===== src/rtl/seq_det_arb_pkg.sv =====
// -----------------------------------------------------------------------------
// seq_det_arb_pkg
// Shared types for the multi-channel 1101 sequence detector / arbiter.
//   state_t : 3-bit Moore detector state, S0 (idle) .. S4 (1101 seen).
// No ports; imported by seq_det_step and seq_det_arbiter.
// -----------------------------------------------------------------------------
package seq_det_arb_pkg;

    typedef enum logic [2:0] {
        S0 = 3'b000,  // idle
        S1 = 3'b001,  // "1"
        S2 = 3'b010,  // "11"
        S3 = 3'b011,  // "110"
        S4 = 3'b100   // "1101" - detect
    } state_t;

    // True when a state is the Moore detect state.
    function automatic logic is_detect(input state_t s);
        return (s == S4);
    endfunction

endpackage


===== src/rtl/seq_det_arb_if.sv =====
// -----------------------------------------------------------------------------
// seq_det_arb_if
// Requester / readback bundle for seq_det_arbiter.
//   req       [N_CH]  per-channel request, bit_in valid while high
//   bit_in    [N_CH]  per-channel serial data bit
//   ch_clr    [N_CH]  per-channel synchronous clear (context + counter)
//   gnt       [N_CH]  one-hot grant (combinational)
//   det_valid         registered one-cycle detect pulse
//   det_ch    [CH_W]  channel index qualifying det_valid
//   cnt_sel   [CH_W]  counter readback select
//   cnt_out   [CNT_W] detection count of channel cnt_sel (combinational)
// Modports: master = requester side, slave = arbiter side.
// -----------------------------------------------------------------------------
interface seq_det_arb_if #(
    parameter int N_CH  = 4,
    parameter int CNT_W = 8
);
    localparam int CH_W = $clog2(N_CH);

    logic [N_CH-1:0]  req;
    logic [N_CH-1:0]  bit_in;
    logic [N_CH-1:0]  ch_clr;
    logic [N_CH-1:0]  gnt;
    logic             det_valid;
    logic [CH_W-1:0]  det_ch;
    logic [CH_W-1:0]  cnt_sel;
    logic [CNT_W-1:0] cnt_out;

    modport master (
        output req, bit_in, ch_clr, cnt_sel,
        input  gnt, det_valid, det_ch, cnt_out
    );

    modport slave (
        input  req, bit_in, ch_clr, cnt_sel,
        output gnt, det_valid, det_ch, cnt_out
    );

endinterface


===== src/rtl/seq_det_step.sv =====
// -----------------------------------------------------------------------------
// seq_det_step
// Combinational next-state function of the 1101 Moore detector. One instance
// is shared by all channels; the caller muxes in the granted channel's saved
// context and bit.
//   state      in   current detector state
//   bit_in     in   serial bit being consumed
//   next_state out  state after consuming bit_in
// Configuration macro: SEQ_DET_ARB_OVERLAP_EN
//   defined   -> overlapping detection   (S4 on 1 goes to S2)
//   undefined -> non-overlapping detection (S4 on 1 goes to S1)
// -----------------------------------------------------------------------------
module seq_det_step
    import seq_det_arb_pkg::*;
(
    input  state_t state,
    input  logic   bit_in,
    output state_t next_state
);

    always_comb begin
        // NOTE: default assigned first so every path drives next_state; no latch.
        next_state = S0;
        unique case (state)
            S0: next_state = bit_in ? S1 : S0;
            S1: next_state = bit_in ? S2 : S0;
            S2: next_state = bit_in ? S2 : S3;
            S3: next_state = bit_in ? S4 : S0;
`ifdef SEQ_DET_ARB_OVERLAP_EN
            // The trailing "1" of 1101 plus this "1" already form "11".
            S4: next_state = bit_in ? S2 : S0;
`else
            // The completed match is discarded; this "1" starts a new one.
            S4: next_state = bit_in ? S1 : S0;
`endif
            default: next_state = S0;
        endcase
    end

endmodule


===== src/rtl/seq_det_arbiter.sv =====
// -----------------------------------------------------------------------------
// seq_det_arbiter
// N_CH serial requesters share one 1101 Moore detector. A round-robin arbiter
// grants one channel per cycle; the granted channel's saved detector context
// is advanced by the shared seq_det_step, all other contexts hold. Each
// channel keeps a saturating detection counter readable through cnt_sel.
//   clk    in   rising-edge clock
//   reset  in   asynchronous active-high reset
//   bus    seq_det_arb_if.slave (req/bit_in/ch_clr/gnt/det_valid/det_ch/
//          cnt_sel/cnt_out)
// Parameters N_CH and CNT_W must match those of the connected interface.
// Overlap behaviour is selected in seq_det_step by SEQ_DET_ARB_OVERLAP_EN.
// -----------------------------------------------------------------------------
module seq_det_arbiter
    import seq_det_arb_pkg::*;
#(
    parameter int N_CH  = 4,
    parameter int CNT_W = 8
) (
    input  logic         clk,
    input  logic         reset,
    seq_det_arb_if.slave bus
);

    localparam int CH_W = $clog2(N_CH);

    state_t           ctx [N_CH];
    logic [CNT_W-1:0] cnt [N_CH];
    logic [CH_W-1:0]  ptr;
    logic             det_valid_q;
    logic [CH_W-1:0]  det_ch_q;

    logic             gnt_any;
    logic [CH_W-1:0]  gnt_idx;
    logic [N_CH-1:0]  gnt;
    logic [CH_W-1:0]  ptr_nxt;
    state_t           cur_state;
    state_t           nxt_state;
    logic             cur_bit;

    // Round-robin search: first requester at or above ptr, wrapping.
    always_comb begin
        logic [CH_W-1:0] idx;
        gnt     = '0;
        gnt_any = 1'b0;
        gnt_idx = '0;
        idx     = '0;
        for (int k = 0; k < N_CH; k++) begin
            idx = CH_W'((int'(ptr) + k) % N_CH);
            if (!gnt_any && bus.req[idx]) begin
                gnt_any = 1'b1;
                gnt_idx = idx;
            end
        end
        if (gnt_any) gnt[gnt_idx] = 1'b1;
    end

    assign ptr_nxt = (gnt_idx == CH_W'(N_CH - 1)) ? '0 : gnt_idx + CH_W'(1);

    // Shared detector works on the granted channel's saved context.
    assign cur_state = ctx[gnt_idx];
    assign cur_bit   = bus.bit_in[gnt_idx];

    seq_det_step u_step (
        .state      (cur_state),
        .bit_in     (cur_bit),
        .next_state (nxt_state)
    );

    always_ff @(posedge clk or posedge reset) begin
        if (reset) begin
            // NOTE: the context bank and counters are flops, not RAM, so they
            // are cleared asynchronously along with the rest of the state.
            for (int i = 0; i < N_CH; i++) begin
                ctx[i] <= S0;
                cnt[i] <= '0;
            end
            ptr         <= '0;
            det_valid_q <= 1'b0;
            det_ch_q    <= '0;
        end else begin
            det_valid_q <= 1'b0;
            if (gnt_any) begin
                ptr          <= ptr_nxt;
                ctx[gnt_idx] <= nxt_state;
                if (is_detect(nxt_state) && !bus.ch_clr[gnt_idx]) begin
                    det_valid_q <= 1'b1;
                    det_ch_q    <= gnt_idx;
                    if (cnt[gnt_idx] != '1)
                        cnt[gnt_idx] <= cnt[gnt_idx] + CNT_W'(1);
                end
            end
            // NOTE: non-blocking updates to the same element resolve to the
            // last one scheduled, so a clear here overrides the advance above.
            for (int i = 0; i < N_CH; i++) begin
                if (bus.ch_clr[i]) begin
                    ctx[i] <= S0;
                    cnt[i] <= '0;
                end
            end
        end
    end

    always_comb begin
        bus.cnt_out = '0;
        if (int'(bus.cnt_sel) < N_CH) bus.cnt_out = cnt[bus.cnt_sel];
    end

    assign bus.gnt       = gnt;
    assign bus.det_valid = det_valid_q;
    assign bus.det_ch    = det_ch_q;

endmodule

===== src/flat_wrapper.sv =====
// flat-port wrapper written by rule: the top's interface ports become plain ports
module seq_det_arbiter_flat import seq_det_arb_pkg::*;
#(
    parameter int N_CH  = 4,
    parameter int CNT_W = 8
)
  (clk, reset, bus_req, bus_bit_in, bus_ch_clr, bus_cnt_sel, bus_gnt, bus_det_valid, bus_det_ch, bus_cnt_out);
  seq_det_arb_if #(.N_CH(N_CH), .CNT_W(CNT_W)) bus_i ();
  input  logic clk;
  input  logic reset;
  input wire logic [$bits(bus_i.req)-1:0] bus_req;
  input wire logic [$bits(bus_i.bit_in)-1:0] bus_bit_in;
  input wire logic [$bits(bus_i.ch_clr)-1:0] bus_ch_clr;
  input wire logic [$bits(bus_i.cnt_sel)-1:0] bus_cnt_sel;
  output wire logic [$bits(bus_i.gnt)-1:0] bus_gnt;
  output wire logic [$bits(bus_i.det_valid)-1:0] bus_det_valid;
  output wire logic [$bits(bus_i.det_ch)-1:0] bus_det_ch;
  output wire logic [$bits(bus_i.cnt_out)-1:0] bus_cnt_out;
  assign bus_i.req = bus_req;
  assign bus_i.bit_in = bus_bit_in;
  assign bus_i.ch_clr = bus_ch_clr;
  assign bus_i.cnt_sel = bus_cnt_sel;
  assign bus_gnt = bus_i.gnt;
  assign bus_det_valid = bus_i.det_valid;
  assign bus_det_ch = bus_i.det_ch;
  assign bus_cnt_out = bus_i.cnt_out;
  seq_det_arbiter #(.N_CH(N_CH), .CNT_W(CNT_W)) u_core (.clk(clk), .reset(reset), .bus(bus_i));
endmodule

===== config.mk =====
export PLATFORM = sky130hd
export DESIGN_NAME = seq_det_arbiter_flat
export DESIGN_NICKNAME = d
export VERILOG_FILES = /design/src/rtl/seq_det_arb_pkg.sv /design/src/rtl/seq_det_arb_if.sv /design/src/rtl/seq_det_step.sv /design/src/rtl/seq_det_arbiter.sv /design/src/flat_wrapper.sv
export SDC_FILE = /design/constraint.sdc
export NUM_CORES = 1
export LEC_CHECK = 0
export ABC_AREA = 1
export BUFFER_PORTS_ARGS = -buffer_cell sky130_fd_sc_hd__buf_2
export CAP_MARGIN = 15
export CORE_MARGIN = 2
export CORE_UTILIZATION = 35
export DETAILED_ROUTE_END_ITERATION = 10
export HOLD_SLACK_MARGIN = 0.08
export PLACE_DENSITY = 0.51
export RECOVER_POWER = 25
export SYNTH_ARGS = -nofsm -noshare
export SYNTH_HDL_FRONTEND = slang
export SYNTH_SLANG_ARGS = --single-unit

===== constraint.sdc =====
create_clock -name clk -period 4.3 [get_ports clk]
set_input_delay 0.645 -clock clk [delete_from_list [all_inputs] [get_ports clk]]
set_output_delay 0.645 -clock clk [all_outputs]
set_load 0.1 [all_outputs]

# [Word level (Yosys, flattened, before mapping)]
# Index checks and enable logic that the tools add are counted.
[word_totals] wordCells=121 regBits=49
[classes] n_addsub=5 reduce_logical=29 bitwise=2 eq_ne=7 mux=58 n_lt_le_gt_ge=9
[ops] cell="two-way mux 32 bit" count=3
[ops] cell="two-way mux 8 bit" count=9
[ops] cell="binary-select mux 8 bit (select 2 bit)" count=2
[ops] cell="bitwise mux 32 bit" count=1
[ops] cell="two-way mux 3 bit" count=8
[ops] cell="nonzero test 2 bit" count=12
[ops] cell="demux 8 bit (select 2 bit)" count=1
[ops] cell="< comparator 2 x 3 -> 1 bit (second input constant)" count=5
[ops] cell="two-way mux 1 bit" count=15
[ops] cell="binary-select mux 1 bit (select 2 bit)" count=6
[ops] cell="bitwise mux 12 bit" count=1
[ops] cell="two-way mux 12 bit" count=1
[ops] cell="two-way mux 2 bit" count=6
[ops] cell="one-hot mux 3 bit (4 select lines)" count=1
[ops] cell="AND reduction 3 bit" count=4
[ops] cell="adder 8 x 1 -> 8 bit (second input constant)" count=1
[ops] cell="!= test 8 bit (second input constant)" count=1
[ops] cell="binary-select mux 3 bit (select 2 bit)" count=1
[ops] cell="demux 3 bit (select 2 bit)" count=1
[ops] cell="equality test 3 x 2 -> 1 bit (second input constant)" count=2
[ops] cell="equality test 3 bit (second input constant)" count=2
[ops] cell="greater-or-equal comparator 3 bit (second input constant)" count=2
[ops] cell="logical AND 1 bit" count=6
[ops] cell="NOT 2 -> 3 bit" count=2
[ops] cell="other kinds (12)" count=17

# [Depth between registers and ports, before layout]
# Gate-level depths: netlist of run 1.
[depth] ltp_word=24 ltp_mapped=23 depth_no_buf=21

# [Modules after synthesis]
# A second synthesis of run 1 with hierarchy kept.
[hier_totals] cells_unflattened=516 hier_area_um2=3527.1
[by_module_without_submodules] module="seq_det_arbiter" area_per_inst_um2=3469.6 cells_per_inst=502 n_inst=1
[by_module_without_submodules] module="seq_det_step" area_per_inst_um2=57.6 cells_per_inst=14 n_inst=1

# [Worst setup path before layout of run 1]
# No wires, ideal clock.
[synth_path] path_type="input port to output port" start="input bus_cnt_sel[1]" end="output bus_cnt_out[2]" n_path_buf=1 arrival_time_ns=3.193 path_stages=4 slack_ns=0.462 t_required_ns=3.655 path_cell_list="inv_1 -> clkbuf_1 -> o21ai_0 -> o21ai_0"
[synth_via] elab_chain_cells=4
[synth_lines] item="start: declaration" line_no="flat_wrapper.sv:14" source="input wire logic [$bits(bus_i.cnt_sel)-1:0] bus_cnt_sel;"
[synth_lines] item="NOT 2 -> 3 bit (implied by the code)" line_no="seq_det_arbiter.sv:106" source="if (int'(bus.cnt_sel) < N_CH) bus.cnt_out = cnt[bus.cnt_sel];"
[synth_lines] item="binary-select mux 8 bit (select 2 bit)" line_no="seq_det_arbiter.sv:106"
[synth_lines] item="two-way mux 8 bit (implied by the code) (2 in series)" line_no="seq_det_arbiter.sv:106"
[synth_lines] item="end: declaration" line_no="flat_wrapper.sv:18" source="output wire logic [$bits(bus_i.cnt_out)-1:0] bus_cnt_out;"
# No other way between the ends. The select of a mux whose other input is x is not followed.

# [Worst setup path in the final report of run 1]
[layout_path] start="register u_core.ptr[0]" end="output bus_gnt[1]"
[layout_via] elab_chain_cells=17 word_cells_on_any_way=31 classes_between="3 x add/sub; 2 x order compare; 19 x mux; 7 x reduce/logical"
[layout_lines] item="start: declaration" line_no="seq_det_arbiter.sv:29" source="logic [CH_W-1:0] ptr;"
[layout_lines] item="start signal: assignment" line_no="seq_det_arbiter.sv:84" source="ptr <= ptr_nxt;"
[layout_lines] item="branches (longest 11 deep; another with adder 2 x 1 -> 2 bit)"
[layout_lines] item="two-way mux 2 bit *" line_no="seq_det_arbiter.sv:50" source="if (!gnt_any && bus.req[idx]) begin"
[layout_lines] item="via u_core.gnt_idx[0]" line_no="seq_det_arbiter.sv:34" source="logic [CH_W-1:0] gnt_idx;"
[layout_lines] item="< comparator 2 x 3 -> 1 bit (implied by the code) or greater-or-equal comparator 2 x 1 -> 1 bit (tied branches)" line_no="seq_det_arbiter.sv:55" source="if (gnt_any) gnt[gnt_idx] = 1'b1;"
[layout_lines] item="logical AND 1 bit (implied by the code)" line_no="seq_det_arbiter.sv:55"
[layout_lines] item="two-way mux 1 bit (implied by the code)" line_no="seq_det_arbiter.sv:55"
[layout_lines] item="demux 1 bit (select 2 bit) *"
[layout_lines] item="two-way mux 4 bit *" line_no="seq_det_arbiter.sv:55"
[layout_lines] item="end: declaration" line_no="flat_wrapper.sv:15" source="output wire logic [$bits(bus_i.gnt)-1:0] bus_gnt;"
# Mark *: on every way through the listed nets, which the timed path passes. The select of a mux whose other input is x is not followed.

==> metrics.txt, run 1 <==
# TYPE chip_impl_metric gauge
chip_impl_metric{name="finalCriticalPeriod",unit="ns"} 3.85
chip_impl_metric{name="met2RoutedLength",unit="um"} 5240
chip_impl_metric{name="final_min_period_over_clock_period",unit="%"} 89.6
chip_impl_metric{name="tightest_slew",unit="ns"} 2.79
chip_impl_metric{name="fmax",unit="MHz"} 260
chip_impl_metric{name="final-max-slew-violation-count",unit=""} 50
chip_impl_metric{name="syn-instance-count",unit=""} 523
chip_impl_metric{name="finalSetupViolCount",unit=""} 0
chip_impl_info{name="setup.worst_path.start_class",value="flip-flop"} 1
chip_impl_metric{name="finalClockSkew",unit="ns"} 0.00990
chip_impl_metric{name="vias_in_the_first_global_route",unit=""} 3402
chip_impl_metric{name="synth-warning-count",unit=""} 0
chip_impl_metric{name="synth.ff_latch_count",unit=""} 49
chip_impl_metric{name="ant_nets",unit=""} 0
chip_impl_metric{name="cts_buffer_depth",unit=""} 2
chip_impl_metric{name="hold_buffers",unit=""} 0
chip_impl_info{name="worst_hold_path_type",value="flip-flop to flip-flop"} 1
chip_impl_info{name="cts_tree",value="done"} 1
chip_impl_metric{name="sequential_cell_area",unit="um2"} 1230
chip_impl_info{name="outcome",value="finished, violations left"} 1
chip_impl_metric{name="tritoncts.num_buffers",unit=""} 5
chip_impl_metric{name="critical_path_required_time",unit="ns"} 3.65
chip_impl_metric{name="first_iter_violations",unit=""} 179
chip_impl_metric{name="grt_start_max_net_pins",unit=""} 50
chip_impl_metric{name="critPathArrivalTime",unit="ns"} 3.21
chip_impl_info{name="rsz0062_at_grt",value="no"} 1
chip_impl_metric{name="die_height",unit="um"} 104
chip_impl_metric{name="grt_overflow",unit=""} 0
chip_impl_metric{name="dieArea",unit="um2"} 10800
chip_impl_metric{name="layout-area-overhead-vs-synth",unit="%"} 9.45
chip_impl_metric{name="gr-usage-all-layers",unit="%"} 20.4
chip_impl_metric{name="multiInputGateArea",unit="um2"} 1980
chip_impl_info{name="layout_common_cells",value="nand2_1 (218), nand3_1 (77), dfrtp_1 (49), inv_1 (42), buf_2 (30)"} 1
chip_impl_metric{name="synth_seq_area_share",unit="%"} 35.2
chip_impl_metric{name="number_of_cell_rows",unit=""} 36
chip_impl_metric{name="htree_num_levels",unit=""} 2
chip_impl_info{name="worstSetupPathType",value="flip-flop to output port"} 1
chip_impl_metric{name="finalWorstSetupSlack",unit="ns"} 0.448
chip_impl_metric{name="avgRoutedWirePerCell",unit="um"} 15.5
chip_impl_metric{name="synth.net_count",unit=""} 544
chip_impl_metric{name="vias",unit=""} 3393
chip_impl_metric{name="syn_area_per_cell",unit="um2"} 6.66
chip_impl_metric{name="initial_antenna_violation_count",unit=""} 0
chip_impl_metric{name="place_congestion",unit=""} 0.850
chip_impl_metric{name="global_route_wire_length_before_repair",unit="um"} 17700
chip_impl_metric{name="number_of_antenna_diodes",unit=""} 0
chip_impl_metric{name="dp_hpwl",unit="um"} 7330
chip_impl_metric{name="finalSetupTns",unit="ns"} 0
chip_impl_metric{name="timing.final.hold_violations",unit=""} 0
chip_impl_metric{name="portBuffers",unit=""} 30
chip_impl_info{name="failed_checks",value="max-capacitance violations, max-slew violations"} 1
chip_impl_metric{name="post-cts-setup-buffers",unit=""} 0
chip_impl_metric{name="core_region",unit="um2"} 9730
chip_impl_metric{name="detailroute.wirelength.met3",unit="um"} 548
chip_impl_info{name="cts-root-buf",value="clkbuf_8"} 1
chip_impl_metric{name="path_max_fanout",unit=""} 34
chip_impl_metric{name="initial_core_utilization",unit="%"} 35.8
chip_impl_metric{name="max_cap_violations",unit=""} 1
chip_impl_metric{name="drt-vias-per-instance",unit=""} 4.99
chip_impl_info{name="highest-signal-layer",value="met4"} 1
chip_impl_metric{name="routed_metal_1_wire_length",unit="um"} 4680
chip_impl_metric{name="drive_gt1_share",unit="%"} 11.7
chip_impl_info{name="commonest_non_fill_non_tap_cell_in_the_layout",value="nand2_1"} 1
chip_impl_metric{name="cts-resized-gates",unit=""} 0
chip_impl_metric{name="preCtsSetupSlack",unit="ns"} 0.730
chip_impl_metric{name="die_w",unit="um"} 104
chip_impl_metric{name="clkLatencyLatePin",unit="ns"} 0.32
chip_impl_metric{name="first_pass_iters",unit=""} 4
chip_impl_metric{name="num-fill-cells",unit=""} 1093
chip_impl_metric{name="timing.slew.headroom",unit="%"} -86.1
chip_impl_metric{name="design.portCount",unit=""} 31
chip_impl_metric{name="final_net_count",unit=""} 567
chip_impl_metric{name="clk_pin_slew",unit="ns"} 0.10
chip_impl_info{name="end_kind",value="output port"} 1
chip_impl_metric{name="drt_drc_violations_left",unit=""} 0
chip_impl_metric{name="netlist_area",unit="um2"} 3480
chip_impl_metric{name="wirelength_routed",unit="um"} 10500
chip_impl_metric{name="post_synth_cell_types",unit=""} 32
chip_impl_metric{name="cts_num_sinks",unit=""} 49
-- logic make-up (layout without fill, tap and decap cells) --
| family | Yosys count | count (layout) | synth area share (%) |
|---|---|---|---|
| fa+ha+maj | 5 | 5 | 1.80 |
| compound gates | 46 | 46 | 7.15 |
| xor+xnor | 2 | 2 | 0.503 |
| flops | 49 | 49 | 35.2 |
| simple gates | 356 | 356 | 47.4 |
| buf+inv | 65 | 89 | 7.94 |
-- per-layer routing --
metal	vias to the layer above	GRT usage [%]
met5	-	0
met3	6	2.45
met1	1607	27.1
met2	70	36.2
met4	0	3.09
li1	1710	-
-- synthesized netlist by cell type --
| cell type | count | area, um2 |
|---|---|---|
| nor4_1 | 1 | 6.26 |
| a21oi_1 | 10 | 50.1 |
| o21ai_0 | 28 | 140 |
| o22ai_1 | 2 | 12.5 |
| o21a_1 | 2 | 15.0 |
| nand2_4 | 2 | 22.5 |
| buf_2 | 5 | 25.0 |
| nand2_8 | 1 | 20.0 |
| o21ai_1 | 2 | 10.0 |
| and2_1 | 1 | 6.26 |
| buf_6 | 3 | 33.8 |
| o211ai_2 | 1 | 12.5 |
| nor2_1 | 26 | 97.6 |
| a31o_2 | 1 | 8.76 |
| nand3b_1 | 12 | 90.1 |
| dfrtp_1 | 49 | 1230 |
| inv_1 | 42 | 158 |
| nand4_1 | 1 | 6.26 |
| nor2_2 | 1 | 6.26 |
| xor2_1 | 2 | 17.5 |
| nand3_1 | 77 | 385 |
| clkbuf_1 | 8 | 30.0 |
| clkinv_1 | 3 | 11.3 |
| inv_2 | 3 | 11.3 |
| buf_4 | 1 | 7.51 |
| nand2_2 | 4 | 25.0 |
| nand3_2 | 5 | 50.1 |
| ha_1 | 5 | 62.6 |
| nor3_1 | 1 | 5.00 |
| nor2_8 | 5 | 100 |
| nand2_1 | 218 | 818 |
| nor2_4 | 1 | 11.3 |
-- flip-flops by register name (all words and copies together), names as in the netlist --
register and cells:
u_core.bus.det_ch 2, u_core.ptr 2, u_core.cnt 32, u_core.bus.det_valid 1, u_core.ctx 12
-- final cells by class --
class / count / share of cell area, %
multi-input combinational: 409 / 51.9
sequential: 49 / 32.2
inverter: 48 / 4.73
timing repair buffer: 33 / 4.43
tap: 133 / 4.37
clock buffer: 5 / 1.81
clock inverter: 3 / 0.558
-- final timing paths --
check	from	end	slack [ns]	cells after the start
hold / removal	u_core.bus.det_ch[0]$_DFFE_PP0P_	u_core.bus.det_ch[0]$_DFFE_PP0P_	0.50	1
setup / recovery	u_core.ptr[0]$_DFFE_PP0P_	bus_gnt[1]	0.45	14
min in group asynchronous	reset	u_core.cnt[7]$_DFFE_PP0P_	1.37	3
hold reg to reg	u_core.bus.det_ch[0]$_DFFE_PP0P_	u_core.bus.det_ch[0]$_DFFE_PP0P_	0.50	1
setup reg to reg	u_core.ptr[0]$_DFFE_PP0P_	u_core.cnt[12]$_DFFE_PP0P_	0.76	18
max in group asynchronous	reset	u_core.cnt[29]$_DFFE_PP0P_	1.36	3
-- critical path: stages (launching register included) --
cell and delay [ns]:
dfrtp_1 0.59, inv_2 0.14, nand2_1 0.10, nand2_2 0.09, nand2_1 0.08, nand2_1 0.10
nor2_4 0.11, nand3_2 0.10, nand2_4 0.25, nand2_4 0.29, inv_1 0.20, ha_1 0.25
nand2_1 0.07, inv_1 0.08, buf_2 0.43
-- metrics by stage --
stage / utilization (%) / std cells / cell area (um2) / hold slack, ns
after floorplan: - / 523 / 3480 / 0.444
after global placement: 38.3 / 672 / 3720 / 0.469
after detailed placement: 38.3 / 672 / 3720 / 0.479
after CTS: 39.2 / 680 / 3810 / 0.505
after global routing: 39.2 / 680 / 3810 / 0.522
final: 39.2 / 680 / 3810 / 0.496
Power of run 1 is not shown: default switching activity piles up to over one toggle a cycle in this logic, so the estimate is an artifact.
==> inputs of run 2 (changes only) <==
--- a/config.mk
+++ b/config.mk
@@ -5,7 +5,6 @@
 export SDC_FILE = /design/constraint.sdc
 export NUM_CORES = 1
 export LEC_CHECK = 0
-export ABC_AREA = 1
 export BUFFER_PORTS_ARGS = -buffer_cell sky130_fd_sc_hd__buf_2
 export CAP_MARGIN = 15
 export CORE_MARGIN = 2
==> metrics.txt, run 2 <==
# TYPE chip_impl_metric gauge
chip_impl_info{name="outcome",value="finished, violations left"} 1
chip_impl_info{name="failed_checks",value="max-capacitance violations, max-slew violations"} 1
chip_impl_metric{name="critical_path_stages",unit=""} 10
chip_impl_metric{name="ys_async_sr_fraction",unit="%"} 100
chip_impl_metric{name="synth_enable_flop_cells",unit=""} 0
chip_impl_metric{name="synth.net_count",unit=""} 312
chip_impl_metric{name="hold_buffers",unit=""} 0
chip_impl_metric{name="post-cts-setup-buffers",unit=""} 0
chip_impl_metric{name="die_height",unit="um"} 95.7
chip_impl_metric{name="synth-warning-count",unit=""} 0
chip_impl_metric{name="fmax",unit="MHz"} 273
chip_impl_metric{name="critPathArrivalTime",unit="ns"} 3.02
chip_impl_info{name="worst_reg2reg_path_startpoint",value="u_core.ptr[1]$_DFFE_PP0P_"} 1
chip_impl_metric{name="number_of_antenna_diodes",unit=""} 0
chip_impl_info{name="cp_capture_point",value="bus_gnt[2]"} 1
chip_impl_metric{name="timing.final.hold_violations",unit=""} 0
chip_impl_metric{name="global_route_wire_length_before_repair",unit="um"} 13700
chip_impl_metric{name="clk_pin_slew",unit="ns"} 0.09
chip_impl_metric{name="final_net_count",unit=""} 336
chip_impl_metric{name="largest_register_ffs",unit=""} 32
chip_impl_info{name="crit_path_start",value="u_core.ptr[1]$_DFFE_PP0P_"} 1
chip_impl_metric{name="critical_path_required_time",unit="ns"} 3.65
chip_impl_metric{name="grt_start_max_net_pins",unit=""} 50
chip_impl_metric{name="drt_drc_violations_left",unit=""} 0
chip_impl_metric{name="synth_simple_gate_area_share",unit="%"} 16.1
chip_impl_metric{name="tritoncts.num_buffers",unit=""} 5
chip_impl_metric{name="worst_path_largest_cell_delay",unit="ns"} 0.48
chip_impl_metric{name="htree_num_levels",unit=""} 2
chip_impl_metric{name="cp_num_buf_inv",unit=""} 5
chip_impl_info{name="path_delay_family",value="buffers and inverters"} 1
chip_impl_metric{name="rrSetupSlack",unit="ns"} 0.64
chip_impl_metric{name="drt-vias-per-instance",unit=""} 5.72
chip_impl_metric{name="synth_seq_area_share",unit="%"} 41.6
chip_impl_info{name="largestRegisters",value="u_core.cnt x32, u_core.ctx x12"} 1
chip_impl_info{name="ys.flop_type",value="dfrtp_1"} 1
chip_impl_info{name="end_kind",value="output port"} 1
chip_impl_metric{name="initial_antenna_violation_count",unit=""} 0
chip_impl_metric{name="synth.area.mux_share",unit="%"} 17.6
chip_impl_metric{name="initial_core_utilization",unit="%"} 36.0
chip_impl_info{name="critical_path.reg2reg.endpoint",value="u_core.cnt[24]$_DFFE_PP0P_"} 1
chip_impl_info{name="worst_hold_path_type",value="input pin to asynchronous set/reset pin"} 1
chip_impl_metric{name="p_per_area",unit="nW/um2"} 415
chip_impl_metric{name="core_region",unit="um2"} 8180
chip_impl_metric{name="drive_gt1_share",unit="%"} 22.8
chip_impl_metric{name="avgRoutedWirePerCell",unit="um"} 20.0
chip_impl_metric{name="dp.cells",unit=""} 412
chip_impl_metric{name="cts_num_sinks",unit=""} 49
chip_impl_metric{name="finalSetupTns",unit="ns"} 0
chip_impl_metric{name="post_layout_nonfiller_instances",unit=""} 421
chip_impl_metric{name="dieArea",unit="um2"} 9170
chip_impl_info{name="cts_tree",value="done"} 1
chip_impl_metric{name="gr-usage-all-layers",unit="%"} 20.2
chip_impl_metric{name="place_congestion",unit=""} 0.778
chip_impl_metric{name="syn_area_per_cell",unit="um2"} 10.1
chip_impl_metric{name="dp_hpwl",unit="um"} 5560
chip_impl_metric{name="final-max-slew-violation-count",unit=""} 33
chip_impl_info{name="crit_chain",value="mux2i_1 > nor2_1 > nor3_4 > buf_4 > inv_4 > ha_1 > nand2_1 > buf_4 > inv_1 > buf_2"} 1
chip_impl_info{name="critical_path.most_common_cell",value="buf_4"} 1
chip_impl_metric{name="die_w",unit="um"} 95.7
chip_impl_metric{name="syn-instance-count",unit=""} 291
chip_impl_metric{name="first_pass_iters",unit=""} 4
chip_impl_metric{name="number_of_cell_rows",unit=""} 33
chip_impl_info{name="yosysTopAreaCell",value="dfrtp_1"} 1
chip_impl_metric{name="finalSetupViolCount",unit=""} 0
chip_impl_metric{name="portBuffers",unit=""} 30
chip_impl_info{name="worstSetupPathType",value="flip-flop to output port"} 1
chip_impl_metric{name="ir_worst_vdd",unit="mV"} 0.260
chip_impl_metric{name="wirelength_routed",unit="um"} 8430
chip_impl_metric{name="grt_overflow",unit=""} 0
chip_impl_metric{name="cts_buffer_depth",unit=""} 2
chip_impl_info{name="commonest_non_fill_non_tap_cell_in_the_layout",value="dfrtp_1"} 1
chip_impl_info{name="synth.cells.most_frequent",value="dfrtp_1 (49), a21oi_1 (48), nor3_1 (30)"} 1
chip_impl_metric{name="power.static_leakage",unit="uW"} 0.00137
chip_impl_metric{name="hold_slack",unit="ns"} 0.423
chip_impl_metric{name="synthXorXnorAreaFrac",unit="%"} 1.49
chip_impl_info{name="yosysMostFrequentCell",value="dfrtp_1"} 1
chip_impl_metric{name="ant_nets",unit=""} 0
chip_impl_info{name="rsz0062_at_grt",value="no"} 1
chip_impl_metric{name="synth-compound-area-share",unit="%"} 15.6
chip_impl_metric{name="finalCriticalPeriod",unit="ns"} 3.67
chip_impl_metric{name="post_synth_cell_types",unit=""} 39
chip_impl_info{name="largest-register",value="u_core.cnt"} 1
chip_impl_metric{name="reg2reg_depth",unit=""} 10
chip_impl_metric{name="netlist_area",unit="um2"} 2950
chip_impl_metric{name="final_util",unit="%"} 40.1
chip_impl_info{name="post_synth_main_area_contributors",value="dfrtp_1 (42%), mux4_2 (13%), a21oi_1 (8.2%)"} 1
chip_impl_metric{name="clkLatencyLatePin",unit="ns"} 0.31
chip_impl_metric{name="final_min_period_over_clock_period",unit="%"} 85.2
chip_impl_metric{name="max_cap_violations",unit=""} 1
chip_impl_metric{name="yosysTopAreaCellShare",unit="%"} 41.6
chip_impl_metric{name="vias",unit=""} 2409
chip_impl_info{name="worst_path_max_delay_cell",value="nor3_4"} 1
chip_impl_metric{name="synth.ff_latch_count",unit=""} 49
chip_impl_info{name="layout_common_cells",value="dfrtp_1 (49), a21oi_1 (48), nor3_1 (30), buf_2 (30), nand2_1 (27)"} 1
chip_impl_metric{name="timing.slew.headroom",unit="%"} -18.1
chip_impl_metric{name="design.portCount",unit=""} 31
chip_impl_metric{name="vias_in_the_first_global_route",unit=""} 2358
chip_impl_info{name="setup.worst_path.start_class",value="flip-flop"} 1
chip_impl_metric{name="first_iter_violations",unit=""} 197
chip_impl_info{name="largest_family_of_logic_cells_by_synthesized_area",value="multiplexers"} 1
chip_impl_metric{name="layout-area-overhead-vs-synth",unit="%"} 11.2
chip_impl_metric{name="finalClockSkew",unit="ns"} 0.00690
chip_impl_metric{name="synth_adder_area_share",unit="%"} 2.12
chip_impl_metric{name="tightest_slew",unit="ns"} 1.77
chip_impl_metric{name="cts-resized-gates",unit=""} 0
chip_impl_info{name="cts-root-buf",value="clkbuf_8"} 1
chip_impl_metric{name="num-fill-cells",unit=""} 827
chip_impl_metric{name="path_max_fanout",unit=""} 11
-- run 2: cell count changes after synthesis, moves of 24 or more --
cell     delta
inv_1      -34
o21ai_0    -24
nor3_1     +29
nand2_1   -191
nand3_1    -69
a21oi_1    +38
-- run 2: final cells by class --
cell class / count / area [um2] / share of cell area [%]
Clock buffer: 7 / 96.3 / 2.94
Clock inverter: 1 / 5.00 / 0.153
Timing Repair Buffer: 39 / 214 / 6.53
Sequential cell: 49 / 1230 / 37.4
Multi-Input combinational cell: 210 / 1560 / 47.7
Inverter: 10 / 40.0 / 1.22
Tap cell: 105 / 131 / 4.01
-- run 2: report_power, final --
group          internal [uW]  total, uW  switching (uW)
Sequential               482        499            16.8
Combinational            152        554             402
Clock                    146        307             161
-- run 2: cells by family (layout without fill, tap and decap cells) --
family,count (synthesis),in the layout
AOI/OAI and AO/OA,75,75
xor gates and xnor gates,5,5
and+or+nand+nor,98,98
muxes,27,27
buffers and inverters,32,57
DFF,49,49
adders and majority gates,5,5
-- run 2: worst register-to-register path, delay by kind of cell (launching register included) --
| kind | cells | cell delay (ns) |
|---|---|---|
| flip-flops | 1 | 0.42 |
| buffers and inverters | 2 | 0.42 |
| multiplexers | 2 | 0.59 |
| AND/OR/NAND/NOR | 3 | 0.79 |
| AO/OA/AOI/OAI | 3 | 1.34 |
-- run 2: metrics by stage --
stage / total power, uW / cell area [um2] / setup WS (ns)
after floorplan: 902 / 2950 / 0.985
after global placement: 1060 / 3170 / 0.380
after detailed placement: 1070 / 3170 / 0.339
after CTS: 1370 / 3270 / 0.544
after global routing: 1440 / 3270 / 0.306
final: 1360 / 3270 / 0.634
-- run 2: worst min path at each step --
stage          depth (start not counted)                             start  slack [ns]                               end
2_1_floorplan                          2         u_core.ctx[2]$_DFFE_PP0P_        0.48         u_core.ctx[2]$_DFFE_PP0P_
3_3_place_gp                           2  u_core.bus.det_ch[1]$_DFFE_PP0P_        0.46  u_core.bus.det_ch[1]$_DFFE_PP0P_
3_5_place_dp                           2  u_core.bus.det_ch[1]$_DFFE_PP0P_        0.48  u_core.bus.det_ch[1]$_DFFE_PP0P_
4_1_cts                                2  u_core.bus.det_ch[1]$_DFFE_PP0P_        0.50  u_core.bus.det_ch[1]$_DFFE_PP0P_
5_1_grt                                2                             reset        0.48         u_core.cnt[0]$_DFFE_PP0P_
6_report                               2                             reset        0.42         u_core.cnt[0]$_DFFE_PP0P_
-- run 2: metal layers --
| layer | part of all wire (%) | routed length (um) | GRT usage (%) | up-vias |
|---|---|---|---|---|
| li1 | - | - | - | 1116 |
| met1 | 45 | 3830 | 30.6 | 1190 |
| met2 | 46 | 3870 | 29.9 | 96 |
| met3 | 7.9 | 663 | 3.29 | 7 |
| met4 | 0.81 | 68 | 5.83 | 0 |
| met5 | 0 | 0 | 0 | - |
No activity file was read; power rests on OpenSTA's default activity.
==> inputs of run 3 (changes only) <==
==> constraint.sdc (replaced) <==
create_clock -name clk -period 3.5 [get_ports clk]
set_input_delay 0.525 -clock clk [delete_from_list [all_inputs] [get_ports clk]]
set_output_delay 0.525 -clock clk [all_outputs]
set_load 0.1 [all_outputs]
==> metrics.txt, run 3 (same netlist as run 2, synthesis figures left out) <==
# TYPE chip_impl_metric gauge
chip_impl_info{name="outcome",value="finished, violations left"} 1
chip_impl_info{name="failed_checks",value="max-capacitance violations, max-slew violations"} 1
chip_impl_metric{name="portBuffers",unit=""} 30
chip_impl_metric{name="number_of_cell_rows",unit=""} 33
chip_impl_metric{name="dp_hpwl",unit="um"} 5810
chip_impl_metric{name="max_cap_violations",unit=""} 1
chip_impl_metric{name="clkLatencyLatePin",unit="ns"} 0.31
chip_impl_metric{name="tritoncts.num_buffers",unit=""} 5
chip_impl_metric{name="vias",unit=""} 2587
chip_impl_metric{name="grt_overflow",unit=""} 0
chip_impl_metric{name="drt_drc_violations_left",unit=""} 0
chip_impl_metric{name="largest_register_ffs",unit=""} 32
chip_impl_metric{name="cts_num_sinks",unit=""} 49
chip_impl_metric{name="final_net_count",unit=""} 350
chip_impl_metric{name="timing.slew.headroom",unit="%"} -47.7
chip_impl_info{name="setup.worst_path.start_class",value="flip-flop"} 1
chip_impl_metric{name="critPathArrivalTime",unit="ns"} 3.47
chip_impl_metric{name="grt_start_max_net_pins",unit=""} 50
chip_impl_metric{name="core_region",unit="um2"} 8180
chip_impl_metric{name="ir_worst_vdd",unit="mV"} 0.419
chip_impl_info{name="rsz0062_at_grt",value="no"} 1
chip_impl_metric{name="first_pass_iters",unit=""} 5
chip_impl_metric{name="reg2reg_depth",unit=""} 10
chip_impl_info{name="crit_path_start",value="u_core.ptr[1]$_DFFE_PP0P_"} 1
chip_impl_info{name="worst_reg2reg_path_startpoint",value="u_core.ptr[1]$_DFFE_PP0P_"} 1
chip_impl_metric{name="fmax",unit="MHz"} 307
chip_impl_metric{name="place_congestion",unit=""} 0.802
chip_impl_metric{name="power.static_leakage",unit="uW"} 0.00143
chip_impl_info{name="end_kind",value="flip-flop"} 1
chip_impl_metric{name="final-max-slew-violation-count",unit=""} 41
chip_impl_metric{name="dieArea",unit="um2"} 9170
chip_impl_metric{name="htree_num_levels",unit=""} 2
chip_impl_metric{name="rrSetupSlack",unit="ns"} 0.24
chip_impl_metric{name="drt-vias-per-instance",unit=""} 5.96
chip_impl_info{name="largestRegisters",value="u_core.cnt x32, u_core.ctx x12"} 1
chip_impl_info{name="worstSetupPathType",value="flip-flop to flip-flop"} 1
chip_impl_metric{name="cts_buffer_depth",unit=""} 2
chip_impl_metric{name="dpl_cell_area",unit="um2"} 3260
chip_impl_metric{name="layout.cell_area.non_filler",unit="um2"} 3400
chip_impl_metric{name="layout-area-overhead-vs-synth",unit="%"} 15.5
chip_impl_metric{name="preCtsSetupSlack",unit="ns"} -0.118
chip_impl_metric{name="ant_nets",unit=""} 0
chip_impl_info{name="cts-root-buf",value="clkbuf_8"} 1
chip_impl_metric{name="timing.final.hold_violations",unit=""} 0
chip_impl_metric{name="clk_pin_slew",unit="ns"} 0.09
chip_impl_metric{name="tightest_slew",unit="ns"} 2.22
chip_impl_metric{name="die_w",unit="um"} 95.7
chip_impl_metric{name="vias_in_the_first_global_route",unit=""} 2446
chip_impl_metric{name="hold_buffers",unit=""} 0
chip_impl_metric{name="path_max_fanout",unit=""} 16
chip_impl_metric{name="initial_core_utilization",unit="%"} 36.0
chip_impl_metric{name="first_iter_violations",unit=""} 236
chip_impl_metric{name="global_route_wire_length_before_repair",unit="um"} 13800
chip_impl_metric{name="finalCriticalPeriod",unit="ns"} 3.26
chip_impl_metric{name="design.portCount",unit=""} 31
chip_impl_metric{name="die_height",unit="um"} 95.7
chip_impl_info{name="layout_common_cells",value="dfrtp_1 (49), a21oi_1 (48), nor3_1 (30), buf_2 (29), nand2_1 (27)"} 1
chip_impl_metric{name="p_per_area",unit="nW/um2"} 506
chip_impl_metric{name="drive_gt1_share",unit="%"} 25.8
chip_impl_metric{name="avgRoutedWirePerCell",unit="um"} 21.3
chip_impl_metric{name="number_of_antenna_diodes",unit=""} 0
chip_impl_info{name="largest-register",value="u_core.cnt"} 1
chip_impl_metric{name="initial_antenna_violation_count",unit=""} 0
chip_impl_metric{name="gr-usage-all-layers",unit="%"} 20.5
chip_impl_info{name="critical_path.reg2reg.endpoint",value="u_core.cnt[13]$_DFFE_PP0P_"} 1
chip_impl_metric{name="final_min_period_over_clock_period",unit="%"} 93.1
chip_impl_info{name="commonest_non_fill_non_tap_cell_in_the_layout",value="dfrtp_1"} 1
chip_impl_metric{name="wirelength_routed",unit="um"} 9230
chip_impl_metric{name="critical_path_required_time",unit="ns"} 3.72
chip_impl_metric{name="finalWorstSetupSlack",unit="ns"} 0.241
chip_impl_info{name="worst_hold_path_type",value="input pin to asynchronous set/reset pin"} 1
chip_impl_metric{name="finalClockSkew",unit="ns"} 0.0131
chip_impl_metric{name="finalSetupViolCount",unit=""} 0
chip_impl_info{name="cts_tree",value="done"} 1
## run 3: cell count changes in the layout (fill, tap and decap cells not counted), sizes merged
cell,previous run,this run
buf,38,50
clkinv,2,1
o311a,1,2
o311ai,1,2
## run 3: where the power goes
group / internal (uW) / total, uW / switching, uW
Combinational: 236 / 759 / 523
Sequential: 592 / 614 / 21.9
Clock: 157 / 350 / 192
## run 3: metrics by stage
stage	setup TNS, ns	power (uW)	util [%]	std cells	hold slack, ns
5_1_grt	0	1800	41.6	434	0.186
4_1_cts	0	1720	40.9	429	0.495
2_1_floorplan	0	1110	-	291	0.475
6_report	0	1720	41.6	434	0.165
3_5_place_dp	-1.05	1370	39.9	422	0.473
3_3_place_gp	-0.0859	1370	39.9	422	0.465
## run 3: what timing repair did
| action | in CTS | in global routing |
|---|---|---|
| setup buffers | 0 | 2 |
| setup endpoints to repair | 0 | 28 |
| gates resized for setup | 0 | 2 |
## run 3: worst max-delay path by stage
stage | to | slack [ns] | depth (start not counted)
after floorplan | u_core.cnt[22]$_DFFE_PP0P_ | 0.31 | 12
after global placement | u_core.cnt[24]$_DFFE_PP0P_ | -0.09 | 12
after detailed placement | u_core.cnt[21]$_DFFE_PP0P_ | -0.12 | 11
after CTS | u_core.cnt[24]$_DFFE_PP0P_ | 0.007 | 10
after global routing | u_core.cnt[24]$_DFFE_PP0P_ | 0.08 | 10
final | u_core.cnt[13]$_DFFE_PP0P_ | 0.24 | 10
## run 3: area by class of cell
cell class	count	area, um2
fill	790	4770
multi-input combinational	212	1600
sequential	49	1230
timing repair buffer	51	319
tap	105	131
clock buffer	7	86.3
inverter	10	40.0
## run 3: layer usage
metal	global-route usage, %	vias to the layer above	share of wire, %
met5	0	-	0
met4	5.12	0	1.5
met3	3.52	15	7.5
met2	30.4	143	45
met1	31.0	1276	46
li1	-	1153	-
## run 3: critical path, stage by stage, from the launching register on
cell      delay (ns)
dfrtp_1         0.43
mux2i_1         0.21
nor2_1          0.08
nor3_4          0.35
buf_4           0.22
mux4_1          0.61
nand3_1         0.29
buf_4           0.22
o311a_2         0.42
a21oi_1         0.12
a211oi_1        0.21
